--- config.mk ---
export PLATFORM = sky130hd
export DESIGN_NAME = serial_store_collector
export DESIGN_NICKNAME = d
export VERILOG_FILES = /design/src/rtl/serial_store_collector.sv
export SDC_FILE = /design/constraint.sdc
export NUM_CORES = 1
export LEC_CHECK = 0
export ABC_AREA = 1
export BUFFER_PORTS_ARGS = -buffer_cell sky130_fd_sc_hd__clkbuf_2
export CAP_MARGIN = 5
export CORE_UTILIZATION = 55
export CTS_CLUSTER_SIZE = 28
export DETAILED_ROUTE_END_ITERATION = 8
export GPL_ROUTABILITY_DRIVEN = 0
export MAX_ROUTING_LAYER = met4
export PLACE_DENSITY = 0.75
export REMOVE_ABC_BUFFERS = 1
export SYNTH_ARGS = -nofsm -noshare
export SYNTH_HDL_FRONTEND = slang
export SYNTH_SLANG_ARGS = --single-unit
--- constraint.sdc ---
create_clock -name clk -period 5.99 [get_ports clk]
set_clock_uncertainty 0.1 [all_clocks]
set_input_delay 0.2995 -clock clk [delete_from_list [all_inputs] [get_ports clk]]
set_output_delay 0.2995 -clock clk [all_outputs]
set_load 0.05 [all_outputs]
--- src/rtl/serial_store_collector.sv ---
// serial_store_collector
//   Bit-serial store path. An LSB-first operand bit stream is assembled into
//   a lane-aligned 32-bit word. A byte-enable mask is built from the access
//   size and the low address bits. Each completed write is queued in a small
//   FIFO, and the FIFO is drained to the block RAM port over a req/ack
//   handshake.
//
// Handshakes:
//   start/frame_ready : a frame begins on a clock edge where start=1 and
//                       frame_ready=1. A start while frame_ready=0 is dropped.
//   mem_req/mem_ack   : mem_req is high while the FIFO head is valid. The head
//                       fields are held stable until an edge where
//                       mem_req=1 and mem_ack=1; that edge pops the head.
//                       mem_ack while mem_req=0 has no effect.
//
// Ports:
//   clk, rst            clock, asynchronous active-high reset
//   start, func,        frame start, access size (000 byte / 001 half /
//   byte_addr           010 word), full byte address
//   frame_ready         idle and a FIFO slot is free
//   bit_valid, bit_in,  serial data bit and its bit position
//   bit_pos
//   busy                frame in progress (COLLECT)
//   mem_req, mem_ack    write request / consume
//   mem_addr, mem_data, head entry: word address, data, byte mask
//   mem_wr_mask
//   err, err_clr        sticky errors [0] align/func, [1] sequence; clear
module serial_store_collector #(
    parameter int BUF_DEPTH = 2,
    parameter int ADDR_W    = 10
) (
    input  logic              clk,
    input  logic              rst,
    input  logic              start,
    input  logic [2:0]        func,
    input  logic [ADDR_W+1:0] byte_addr,
    output logic              frame_ready,
    input  logic              bit_valid,
    input  logic              bit_in,
    input  logic [5:0]        bit_pos,
    output logic              busy,
    output logic              mem_req,
    input  logic              mem_ack,
    output logic [ADDR_W-1:0] mem_addr,
    output logic [31:0]       mem_data,
    output logic [3:0]        mem_wr_mask,
    output logic [1:0]        err,
    input  logic              err_clr
);

    localparam int PTR_W = (BUF_DEPTH > 1) ? $clog2(BUF_DEPTH) : 1;
    localparam logic [PTR_W:0] DEPTH_C = (PTR_W+1)'(BUF_DEPTH);

    typedef enum logic {IDLE = 1'b0, COLLECT = 1'b1} state_t;

    state_t state_q, state_d;

    // frame registers
    logic [5:0]        cnt_q, cnt_d;
    logic [5:0]        last_q, last_d;     // bit_pos of the final bit (N-1)
    logic [1:0]        off_q, off_d;
    logic [ADDR_W-1:0] waddr_q, waddr_d;
    logic [3:0]        mask_q, mask_d;
    logic [31:0]       shreg_q, shreg_d;
    logic [1:0]        err_q, err_d;

    // write buffer
    logic [31:0]       buf_data_q [BUF_DEPTH];
    logic [31:0]       buf_data_d [BUF_DEPTH];
    logic [ADDR_W-1:0] buf_addr_q [BUF_DEPTH];
    logic [ADDR_W-1:0] buf_addr_d [BUF_DEPTH];
    logic [3:0]        buf_mask_q [BUF_DEPTH];
    logic [3:0]        buf_mask_d [BUF_DEPTH];
    logic [PTR_W-1:0]  wr_ptr_q, wr_ptr_d;
    logic [PTR_W-1:0]  rd_ptr_q, rd_ptr_d;
    logic [PTR_W:0]    count_q, count_d;

    // decode
    logic       align_ok;
    logic       frame_go;
    logic       frame_bad;
    logic       bit_take;
    logic       seq_err;
    logic       bit_acc;
    logic       last_bit;
    logic [4:0] bit_idx;
    logic       push;
    logic       pop;

    always_comb begin
        unique case (func)
            3'b000:  align_ok = 1'b1;
            3'b001:  align_ok = ~byte_addr[0];
            3'b010:  align_ok = (byte_addr[1:0] == 2'b00);
            default: align_ok = 1'b0;
        endcase
        frame_go  = start && frame_ready && align_ok;
        frame_bad = start && frame_ready && !align_ok;
        bit_take  = (state_q == COLLECT) && bit_valid;
        seq_err   = bit_take && (bit_pos != cnt_q);
        bit_acc   = bit_take && (bit_pos == cnt_q);
        last_bit  = bit_acc && (cnt_q == last_q);
        // Bits land directly in their byte lane, so the word is lane-aligned.
        bit_idx   = cnt_q[4:0] + {off_q, 3'b000};
        push      = last_bit;
        pop       = mem_req && mem_ack;
    end

    // ---------------- FSM: state register ----------------
    always_ff @(posedge clk or posedge rst) begin
        if (rst) state_q <= IDLE;
        else     state_q <= state_d;
    end

    // ---------------- FSM: next state ----------------
    always_comb begin
        state_d = state_q;
        unique case (state_q)
            IDLE:    if (frame_go) state_d = COLLECT;
            COLLECT: if (seq_err || last_bit) state_d = IDLE;
            default: state_d = IDLE;
        endcase
    end

    // ---------------- FSM: outputs ----------------
    always_comb begin
        busy        = (state_q == COLLECT);
        frame_ready = (state_q == IDLE) && (count_q < DEPTH_C);
        mem_req     = (count_q != '0);
        mem_addr    = buf_addr_q[rd_ptr_q];
        mem_data    = buf_data_q[rd_ptr_q];
        mem_wr_mask = buf_mask_q[rd_ptr_q];
        err         = err_q;
    end

    // ---------------- frame datapath ----------------
    always_comb begin
        cnt_d   = cnt_q;
        last_d  = last_q;
        off_d   = off_q;
        waddr_d = waddr_q;
        mask_d  = mask_q;
        shreg_d = shreg_q;
        if (frame_go) begin
            cnt_d   = 6'd0;
            off_d   = byte_addr[1:0];
            waddr_d = byte_addr[ADDR_W+1:2];
            shreg_d = 32'd0;
            unique case (func)
                3'b000: begin last_d = 6'd7;  mask_d = 4'b0001 << byte_addr[1:0]; end
                3'b001: begin last_d = 6'd15; mask_d = 4'b0011 << byte_addr[1:0]; end
                default: begin last_d = 6'd31; mask_d = 4'b1111; end
            endcase
        end
        if (seq_err) begin
            shreg_d = 32'd0;
            cnt_d   = 6'd0;
        end
        if (bit_acc) begin
            shreg_d[bit_idx] = bit_in;
            cnt_d            = cnt_q + 6'd1;
        end
    end

    // A new error in the same cycle as err_clr survives the clear.
    always_comb begin
        err_d = err_clr ? 2'b00 : err_q;
        if (frame_bad) err_d[0] = 1'b1;
        if (seq_err)   err_d[1] = 1'b1;
    end

    // ---------------- write buffer ----------------
    always_comb begin
        buf_data_d = buf_data_q;
        buf_addr_d = buf_addr_q;
        buf_mask_d = buf_mask_q;
        wr_ptr_d   = wr_ptr_q;
        rd_ptr_d   = rd_ptr_q;
        count_d    = count_q;
        if (push) begin
            // shreg_d already holds the final bit taken this cycle
            buf_data_d[wr_ptr_q] = shreg_d;
            buf_addr_d[wr_ptr_q] = waddr_q;
            buf_mask_d[wr_ptr_q] = mask_q;
            wr_ptr_d             = wr_ptr_q + 1'b1;
        end
        if (pop) rd_ptr_d = rd_ptr_q + 1'b1;
        unique case ({push, pop})
            2'b10:   count_d = count_q + 1'b1;
            2'b01:   count_d = count_q - 1'b1;
            default: count_d = count_q;
        endcase
    end

    always_ff @(posedge clk or posedge rst) begin
        if (rst) begin
            cnt_q      <= '0;
            last_q     <= '0;
            off_q      <= '0;
            waddr_q    <= '0;
            mask_q     <= '0;
            shreg_q    <= '0;
            err_q      <= '0;
            buf_data_q <= '{default: '0};
            buf_addr_q <= '{default: '0};
            buf_mask_q <= '{default: '0};
            wr_ptr_q   <= '0;
            rd_ptr_q   <= '0;
            count_q    <= '0;
        end else begin
            cnt_q      <= cnt_d;
            last_q     <= last_d;
            off_q      <= off_d;
            waddr_q    <= waddr_d;
            mask_q     <= mask_d;
            shreg_q    <= shreg_d;
            err_q      <= err_d;
            buf_data_q <= buf_data_d;
            buf_addr_q <= buf_addr_d;
            buf_mask_q <= buf_mask_d;
            wr_ptr_q   <= wr_ptr_d;
            rd_ptr_q   <= rd_ptr_d;
            count_q    <= count_d;
        end
    end

endmodule

Word-level counts from Yosys, hierarchy flattened
Index checks and enable logic that the tools add are counted.

cells by class
  $lt $le $gt $ge = 6
  $add $sub $neg = 6
  div/mod/pow operators = 0
  shift operators = 2
  bitwise logic cells = 4
  reduce and logical (&&, ||, !) cells = 20
  multiplexer cells = 37
  $mul = 0
  equality and inequality tests = 7

operators with widths
  cell                                                         count
  2-to-1 mux 32 bit                                            7
  bitwise mux 64 bit                                           1
  2-to-1 mux 10 bit                                            4
  bitwise mux 32 bit                                           1
  demux 32 bit (select 1 bit)                                  1
  bitwise mux 20 bit                                           1
  2-to-1 mux 6 bit                                             3
  2-to-1 mux 4 bit                                             4
  == test 6 bit                                                2
  logical AND 1 bit                                            11
  demux 10 bit (select 1 bit)                                  1
  one-hot mux 5 bit (2 select lines)                           1
  bitwise mux 8 bit                                            1
  one-hot mux 4 bit (2 select lines)                           1
  nonzero test 2 bit                                           4
  adder 6 x 1 -> 6 bit (second input constant)                 1
  less-than comparator 5 x 6 -> 1 bit (second input constant)  1
  != test 6 bit                                                1
  adder 5 bit                                                  1
  demux 1 bit (select 5 bit)                                   1
  >= comparator 5 x 1 -> 1 bit (second input constant)         1
  2-to-1 mux 1 bit                                             5
  demux 4 bit (select 1 bit)                                   1
  >= comparator 2 bit (second input constant)                  2
  other kinds (22)                                             25

storage, ports and cells
  input port bits = 28
  memories kept = 0
  output and inout port bits = 51
  flip-flop bits (word level) = 159
  bits in writable memories = 0
  bits in read-only memories = 0
  bits in latches = 0

Logic depth before layout (Yosys ltp)
Gate-level depths: netlist of the first run.

  depth after elaboration = 9
  depth in mapped cells = 14
  mapped depth without buffers = 12

Least setup slack after synthesis of the first run
No wires, ideal clock.

  path type = register to output
  start point = reg rd_ptr_q
  end point = out mem_addr[8]
  data required time = 5591 ps
  stages on the path, launching flop included = 4
  path slack = 3794 ps
  buffers on the path = 2
  data arrival time = 1796 ps
  path through = dfrtp_1 clkbuf_1 clkbuf_1 o21ai_0

on the way
  longest elaborated chain between the ends = 4

ends and longest elaborated chain
  item                                                  line  text
  start, declared                                       75    logic [PTR_W-1:0] rd_ptr_q, rd_ptr_d;
  start signal, assigned                                222   rd_ptr_q <= rd_ptr_d;
  inverter 1 -> 2 bit (implied by the code)             130   mem_addr = buf_addr_q[rd_ptr_q];
  2-to-1 mux 10 bit (implied by the code) (3 in a row)  130
  end, declared                                         44    output logic [ADDR_W-1:0] mem_addr,

Every way passes these cells. The select of a mux whose other input is x is not followed.

Worst setup path after layout of the first run
  start point = reg rd_ptr_q
  end point = out mem_data[23]

on the way
  longest elaborated chain between the ends = 4

ends and longest elaborated chain
  item                                                  line  text
  inverter 1 -> 2 bit (implied by the code)             131   mem_data = buf_data_q[rd_ptr_q];
  2-to-1 mux 32 bit (implied by the code) (3 in a row)  131
  end, declared                                         45    output logic [31:0] mem_data,

Every way passes these cells. The select of a mux whose other input is x is not followed.

==> flow_summary.yaml, run 1 <==
run_status:
  status: "finished, violations left"
  violations: "negative hold slack"
placed_design:
  hpwlAfterDp_um: 9920
  place_inst: 1192
  port_buffers: 78
  pre_cts_slack_ns: 2.89
grt:
  grtUsageTotal: 0.271
  overflow: 0
  grt_pass1_vias: 6090
  grt_max_degree: 103
  grt_pass1_wl_um: 29400
  antenna_found_initial: 0
worst_setup_path:
  reg2reg_depth: 11
  timing.rr.end: "buf_mask_q[1]"
  cp_common_cell: "nand2_1"
  critical_path.max_stage_delay_ns: 1.08
  setup.worst_path.start_class: "register"
  critical_path.max_fanout: 61
  rrSetupSlack_ns: 2.86
  cp_slowest_cell: "clkinv_1"
  crit_path_cell_trace: "buf_4, clkinv_1, nand2_1, nand2_1, clkbuf_2"
  arrival_ns: 3.03
  r2r_start: "cnt_q[4]"
  end_kind: "output pin"
  path_class: "reg -> out"
  required_ns: 5.59
sta:
  hold_viol_final: 43
  fin_ws_ns: 2.56
  slew_viol_final: 0
  tns_ns: 0
  hold_slack_ns: -0.0354
  layout_min_cycle_time_ns: 3.43
  rsz0062_at_grt: "no"
  max_slew_margin: 0.244
  clock.fmax_ghz: 0.291
  finalCritPeriodShare: 0.573
  setup_viol: 0
  worst_pin_slew_ns: 1.13
final_layout:
  register_area_um2: 3910
  area.growth.synth_to_final_pct: 14.5
  drive_gt1_frac: 0.119
  multi_input_area_um2: 3110
  nFillCells: 1217
  final_cells: 1235
  num_antenna_cells: 0
  final_core_utilization: 0.650
  nets: 1080
logic_synthesis:
  synth_cells: 992
  ys_ff_latch: 156
  synth_top_area_cell: "dfrtp_1"
  syn_area_per_cell_um2: 7.61
  synth_common_cells: "nand2_1, dfrtp_1, nand3_1, inv_1, o21ai_0"
  synthTopCellsByArea: "dfrtp_1, nand2_1, nand3_1"
  synthFlopType: "dfrtp_1"
  synth_most_common_cell: "nand2_1"
  ys_async_sr_fraction: 1.00
  yosysSeqAreaShare: 0.517
  yosys_warnings: 0
  ys_types: 28
  syn_area_um2: 7550
  synth-edff-count: 0
  synth_top_area_share: 0.517
floorplanning:
  ios: 79
  start_util: 0.568
  die_area_um2: 14200
  row_count: 42
  core_um2: 13300
  die_w_um: 119
  die_h_um: 119
detailed_routing:
  dr.first_iter.drc_count: 490
  detail-route-antenna-nets: 0
  num_vias: 6518
  drc: 0
  avgViaCountPerCell: 5.28
  routed_wl_um: 17200
  dr.pass1.iters: 5
  routedWlPerCell_um: 13.9
clock_tree:
  cts_num_sinks: 156
  clkSlewWorstSetupHoldPaths_ns: 0.06
  cts-root-buf: "clkbuf_16"
  cts_resized: 0
  cts_made_buffers: 17
  cts_max_level: 4
  cts_tree: "built"
  clkLatencyLatePin_ns: 0.43
  clock_path_buffers: 2
power_and_ir_drop:
  ir_worst_vdd_mv: 0.328
  p_per_area_nw_per_um2: 348
  finalPower_mw: 3.01
  power.leakage_nw: 4.85
worst_hold_path:
  hp-class: "in -> async"
job:
  cap_violations: 0
## kinds of logic after synthesis
group,Yosys count,share of synthesized area
xor+xnor,8,0.00928
simple gates,622,0.343
buf+inv,126,0.0703
fa+ha+maj,6,0.00995
flops,156,0.517
compound gates,74,0.0504
## cells in the final DEF (no fill, tap or decap), types with 4 or more instances in the layout
master         synthesis  final
clkinv_2               0      4
dlygate4sd3_1          0     11
bufinv_16              0      4
a21oi_1               21     21
inv_2                  5      5
clkbuf_16              0     17
buf_4                  5      5
ha_1                   6      6
nand4_1               35     35
clkbuf_2               0     78
o21ai_0               46     46
nand3_1               83     83
nand2_1              481    481
o22ai_1                4      4
dfrtp_1              156    155
xnor2_1                4      4
nor2_1                15     15
xor2_1                 4      4
inv_1                 60     59
## registers in the layout (all words and copies together), names as in the netlist, 2 cells and up
| register | count |
|---|---|
| buf_data_q | 64 |
| shreg_q | 32 |
| buf_addr_q | 20 |
| waddr_q | 10 |
| buf_mask_q | 8 |
| cnt_q | 6 |
| mask_q | 4 |
| last_q | 3 |
| count_q | 2 |
| err | 2 |
| off_q | 2 |
## worst max-delay path, delay by kind of cell, from the launching register on
family        cells  cell delay, ns
simple gates      2            0.39
flops             1            0.33
buf+inv           3            1.86
## where the power goes
group | switching, mW | internal (mW)
clock | 0.426 | 0.694
sequential | 0.0528 | 1.13
combinational | 0.562 | 0.141
## worst max-delay path by stage
stage | endpoint | slack, ns | startpoint | depth (start not counted)
2_1_floorplan | buf_addr_q[0] | 1.38 | rst | 1
3_3_place_gp | buf_mask_q[0] | 2.98 | cnt_q[4] | 11
3_5_place_dp | buf_mask_q[1] | 2.89 | cnt_q[4] | 11
4_1_cts | mem_data[23] | 2.55 | rd_ptr_q | 5
5_1_grt | mem_data[25] | 2.24 | rd_ptr_q | 5
6_report | mem_data[23] | 2.56 | rd_ptr_q | 5
## layer usage
metal,global-route usage,part of all wire,up-vias
met5,-,0,-
met4,0.0981,0.018,0
met3,0.0474,0.053,27
met2,0.434,0.47,199
met1,0.349,0.46,3059
li1,-,-,3233
## metrics by stage
stage / hold WS, ns / instance area, um^2
2_1_floorplan: 0.307 / 7270
3_3_place_gp: 0.356 / 7920
3_5_place_dp: 0.361 / 7920
4_1_cts: 0.00926 / 8640
5_1_grt: 0.0590 / 8640
6_report: -0.0354 / 8640
## timing repair
action | 4_1_cts | 5_1_grt
buffers inserted | 0 | 0
hold buffers | 11 | 0
hold endpoints to repair | 12 | 0
## cell type report
type                            count  share of cell area
Sequential cell                   156               0.452
Clock inverter                     12              0.0198
Timing Repair Buffer               94              0.0623
Inverter                           67              0.0297
Multi-Input combinational cell    710               0.360
Tap cell                          176              0.0255
Clock buffer                       20              0.0505
Power figures use the tool's default switching activity.
==> run 2, diff against run 1 <==
Settings changed: ABC_AREA 1 to 0.
Clock period 5.99 ns to 3.4 ns, I/O delays scaled along.
==> flow_summary.yaml, run 2 <==
final_layout:
  nets: 808
  design_area_um2: 8690
  num_antenna_cells: 0
  area.growth.synth_to_final_pct: 17.2
  largest_reg_flops: 64
  final_core_utilization: 0.659
  final_cell_mix: "dfrtp_1, a21oi_1, clkbuf_2"
  nFillCells: 1018
  final_common_cell: "dfrtp_1"
  drive_gt1_frac: 0.253
  top_register: "buf_data_q"
  reg_top3: "buf_data_q: 64 flops, shreg_q: 32 flops, buf_addr_q: 20 flops"
  register_area_um2: 3910
  multi_input_area_um2: 3100
  final_cells: 963
job:
  cap_violations: 0
detailed_routing:
  num_vias: 5595
  avgViaCountPerCell: 5.81
  dr.pass1.iters: 5
  dr.first_iter.drc_count: 508
  routed_wl_um: 16400
  routedWlPerCell_um: 17.1
  drc: 0
  detail-route-antenna-nets: 0
worst_setup_path:
  crit_start: "cnt_q[2]"
  timing.rr.end: "buf_data_q[6]"
  cp_common_cell: "buf_4"
  critical_path.max_stage_delay_ns: 0.66
  setup.worst_path.start_class: "register"
  r2r_start: "cnt_q[2]"
  path_delay_family: "simple AND/OR/NAND/NOR gates"
  reg2reg_depth: 7
  end_kind: "register"
  critPathCapture: "buf_data_q[6]"
  critical_path.max_fanout: 29
  cp.depth: 7
  cp_slowest_cell: "dfrtp_1"
  path_buf_inv: 2
  path_class: "reg -> reg"
  arrival_ns: 3.09
  rrSetupSlack_ns: 0.54
  required_ns: 3.63
  crit_path_cell_trace: "xor2_1, or3b_2, nor4_4, buf_4, buf_4, nor2_1, a21oi_1"
floorplanning:
  ios: 79
  row_count: 42
  die_h_um: 118
  die_area_um2: 13900
  core_um2: 13200
  die_w_um: 118
  start_util: 0.562
grt:
  grt_pass1_wl_um: 27400
  grt_pass1_vias: 5546
  antenna_found_initial: 0
  grtUsageTotal: 0.255
  grt_max_degree: 85
  overflow: 0
logic_synthesis:
  synth_most_common_cell: "dfrtp_1"
  syn_area_um2: 7410
  yosysSeqAreaShare: 0.527
  syn_area_per_cell_um2: 10.5
  ys_async_sr_fraction: 1.00
  synth-edff-count: 0
  synth_cells: 706
  ys_ff_latch: 156
  synthTopCellsByArea: "dfrtp_1, mux2_2, a21oi_1"
  synth_top_area_share: 0.527
  synthFlopType: "dfrtp_1"
  synth_common_cells: "dfrtp_1, a21oi_1, nor2_1, mux2_2, inv_1"
  synth_top_area_cell: "dfrtp_1"
  yosys_warnings: 0
  ys_types: 46
power_and_ir_drop:
  comb_power_share: 0.169
  power.switching_mw: 1.39
  clockPowerShare: 0.396
  swShare: 0.280
  ir_worst_vdd_mv: 0.372
  seq_power_share: 0.435
  internal_power_mw: 3.57
  power.leakage_nw: 4.31
  p_per_area_nw_per_um2: 570
clock_tree:
  cts_max_level: 4
  clock_path_buffers: 2
  post-cts-setup-buffers: 0
  clkSlewWorstSetupHoldPaths_ns: 0.06
  cts_tree: "built"
  cts-root-buf: "clkbuf_16"
  clkLatencyLatePin_ns: 0.42
  cts_num_sinks: 156
  cts_made_buffers: 17
sta:
  setup_viol: 0
  slew_viol_final: 0
  clock.fmax_ghz: 0.350
  layout_min_cycle_time_ns: 2.86
  finalCritPeriodShare: 0.841
  hold_viol_final: 0
  fin_ws_ns: 0.541
  worst_pin_slew_ns: 0.763
  max_slew_margin: 0.491
  rsz0062_at_grt: "no"
placed_design:
  port_buffers: 78
  placed_cell_area_um2: 7910
  hpwlAfterDp_um: 10100
  pre_cts_slack_ns: 0.612
  place_inst: 915
worst_hold_path:
  hp-class: "in -> reg"
  min_from: "func[1]"
run_status:
  status: "complete, no violations"
==> run 2: through the flow <==
stage | hold WS [ns] | power (mW) | TNS [ns]
final | 0.0138 | 4.96 | 0
after global routing | 0.000827 | 5.14 | 0
after CTS | 0.00322 | 4.98 | 0
after detailed placement | 0.261 | 3.00 | 0
after global placement | 0.246 | 2.96 | 0
after floorplan | 0.178 | 2.77 | -476.45
==> run 2: cells by family (layout without fill, tap and decap cells) <==
group	Yosys count	after routing	synth area share
AOI/OAI and AO/OA	158	158	0.128
xor gates and xnor gates	16	16	0.0228
adders and majority gates	6	6	0.0101
buffers and inverters	100	181	0.0581
DFF	156	156	0.527
muxes	86	86	0.131
and+or+nand+nor	184	184	0.124
==> run 2: power groups by stage <==
stage          combinational [mW]  clock [mW]  sequential (mW)
3_5_place_dp                0.814           0             2.19
3_3_place_gp                0.786           0             2.17
2_1_floorplan               0.575           0             2.20
5_1_grt                     0.901        2.07             2.18
6_report                    0.838        1.96             2.15
4_1_cts                     0.833        1.99             2.15
==> run 2: layer usage <==
layer  up-vias  track usage  part of all wire
met5         -            -                 0
met4         0       0.0889             0.013
met3        24       0.0533             0.051
met2       176        0.384              0.48
met1      2733        0.343              0.46
li1       2662            -                 -
==> run 2: repair_timing <==
| item | CTS | global route |
|---|---|---|
| hold buffers | 16 | 0 |
| resized for setup | 0 | 0 |
| endpoints found under the hold margin | 99 | 0 |
==> run 2: cell type report <==
type | instances | share of cell area
Tap cell | 176 | 0.0253
Clock buffer | 19 | 0.0510
Inverter | 42 | 0.0187
Sequential cell | 156 | 0.449
Multi-Input combinational cell | 450 | 0.357
Timing Repair Buffer | 107 | 0.0789
Clock inverter | 13 | 0.0199
==> run 2: how the worst min path moves through the flow <==
stage                       to  slack, ns  depth (start not counted)
global placement    waddr_q[7]       0.25                          2
global route         last_q[3]     0.0008                          3
detailed placement  waddr_q[8]       0.26                          2
CTS                  last_q[3]      0.003                          3
finish               last_q[3]       0.01                          3
floorplan               err[1]       0.18                          1
==> run 2: worst register-to-register path, cell delays in order (launching register included) <==
cell and delay [ns]:
dfrtp_1 0.66, xor2_1 0.19, or3b_2 0.60, nor4_4 0.30, buf_4 0.33, buf_4 0.35, nor2_1 0.09, a21oi_1 0.16
==> run 3, diff against run 2 <==
Settings changed: ABC_AREA 0 to 1, CORE_UTILIZATION 55 to 53, PLACE_DENSITY 0.75 to 0.76.
Clock period 3.4 ns to 2.6 ns, I/O delays scaled along.
==> flow_summary.yaml, run 3 (synthesis results as in run 1) <==
power_and_ir_drop:
  ir_worst_vdd_mv: 0.723
  power.leakage_nw: 4.99
  p_per_area_nw_per_um2: 783
sta:
  setup_viol: 0
  finalCritPeriodShare: 0.872
  clock.fmax_ghz: 0.441
  hold_viol_final: 0
  rsz0062_at_grt: "no"
  worst_pin_slew_ns: 0.900
  layout_min_cycle_time_ns: 2.27
  max_slew_margin: 0.399
  hold_slack_ns: 0.0521
  slew_viol_final: 0
worst_setup_path:
  cp_slowest_cell: "dfrtp_1"
  arrival_ns: 2.48
  critical_path.max_stage_delay_ns: 0.51
  path_delay_family: "simple AND/OR/NAND/NOR gates"
  cp_common_cell: "nand2_1"
  critical_path.max_fanout: 51
  path_class: "reg -> reg"
  setup.worst_path.start_class: "register"
  path_buf_inv: 2
  end_kind: "register"
  required_ns: 2.81
  crit_path_cell_trace: "inv_2, nand2_1, nand2_1, nor2_2, nand3_4, nor2_4, buf_4, nand4_1, nand3_1, nand2_1"
grt:
  met1_usage: 0.355
  grtUsageTotal: 0.271
  overflow: 0
  grt_pass1_wl_um: 30100
  grt_busiest_layer: "met2"
  grt_max_degree: 52
  gr-usage-met3: 0.0522
  grt_pass1_vias: 6176
  grt_use_met2: 0.425
  antenna_found_initial: 0
clock_tree:
  clock_path_buffers: 2
  cts-root-buf: "clkbuf_16"
  cts_num_sinks: 156
  cts_made_buffers: 17
  clkLatencyLatePin_ns: 0.43
  cts_tree: "built"
  cts_resized: 0
  clkSlewWorstSetupHoldPaths_ns: 0.06
  cts_max_level: 4
detailed_routing:
  routedWlPerCell_um: 14.2
  dr.pass1.iters: 7
  num_vias: 6564
  dr.first_iter.drc_count: 492
  detail-route-antenna-nets: 0
  routed_wl_um: 18000
  drc: 0
  avgViaCountPerCell: 5.17
placed_design:
  port_buffers: 78
  hpwlAfterDp_um: 11200
final_layout:
  top_register: "buf_data_q"
  final_common_cell: "nand2_1"
  final_core_utilization: 0.641
  largest_reg_flops: 64
  num_antenna_cells: 0
  final_cell_mix: "nand2_1, dfrtp_1, nand3_1"
  reg_top3: "buf_data_q: 64 flops, shreg_q: 32 flops, buf_addr_q: 20 flops"
  drive_gt1_frac: 0.138
  nets: 1110
  area.growth.synth_to_final_pct: 17.8
  nFillCells: 1243
floorplanning:
  die_h_um: 121
  die_w_um: 121
  start_util: 0.544
  die_area_um2: 14700
  core_um2: 13900
  ios: 79
  row_count: 43
job:
  cap_violations: 0
run_status:
  status: "complete, no violations"
worst_hold_path:
  hp-class: "in -> reg"
[run 3: changes by cell type in the layout (fill, tap and decap cells not counted), sizes merged, moves of 36 or more]
cell,previous run,this run
mux2,86,0
o21ai,11,47
nor2,77,19
a21oi,100,21
nand3,3,84
nand2,15,482
[run 3: per-layer routing]
metal  part of all wire  wire length (um)  vias up
li1                   -                 -     3292
met1               0.46              8220     3091
met2               0.48              8670      161
met3              0.048               857       20
met4              0.012               223        0
met5                  0                 0        -
[run 3: path summary, 6_finish.rpt]
path | from | to | slack (ns) | depth (start not counted)
max in group asynchronous | rst | buf_data_q[24] | 1.54 | 4
min reg2reg | buf_addr_q[0] | buf_addr_q[0] | 0.37 | 2
max reg2reg | cnt_q[2] | buf_data_q[1] | 0.33 | 10
min | func[1] | last_q[4] | 0.05 | 5
min in group asynchronous | rst | buf_addr_q[14] | 0.17 | 3
max | cnt_q[2] | buf_data_q[1] | 0.33 | 10
[run 3: final cells by class]
type	instances	area, um^2	area share
Clock buffer	22	484	0.0544
Clock inverter	10	114	0.0128
Inverter	67	256	0.0288
Multi-Input combinational cell	710	3110	0.350
Sequential cell	156	3910	0.439
Tap cell	180	225	0.0253
Timing Repair Buffer	124	796	0.0895
[run 3: repair_timing]
action	in CTS	in global routing
buffers inserted	0	0
hold buffers	19	0
endpoints found under the hold margin	62	0
[run 3: per-stage QoR]
| stage | worst slack (ns) | power [mW] | std cells | area (um^2) | TNS, ns |
|---|---|---|---|---|---|
| 4_1_cts | 0.350 | 7.00 | 1269 | 8890 | 0 |
| 6_report | 0.333 | 6.97 | 1269 | 8890 | 0 |
| 3_5_place_dp | 0.362 | 4.48 | 1218 | 8110 | 0 |
| 2_1_floorplan | -1.84 | 3.91 | 933 | 7270 | -356.00 |
| 5_1_grt | 0.105 | 7.25 | 1269 | 8890 | 0 |
| 3_3_place_gp | 0.441 | 4.46 | 1218 | 8110 | 0 |
[run 3: worst reg2reg max path: cells and delay by family (launching register included)]
family | cells | cell delay [ns]
buffers and inverters | 2 | 0.56
flip-flops | 1 | 0.51
AND/OR/NAND/NOR | 8 | 0.98
[run 3: power breakdown]
part | total (mW) | leakage (nW) | internal (mW) | switching, mW
sequential | 2.74 | 2.06 | 2.61 | 0.127
clock | 2.49 | 0.284 | 1.51 | 0.979
combinational | 1.74 | 2.65 | 0.404 | 1.33
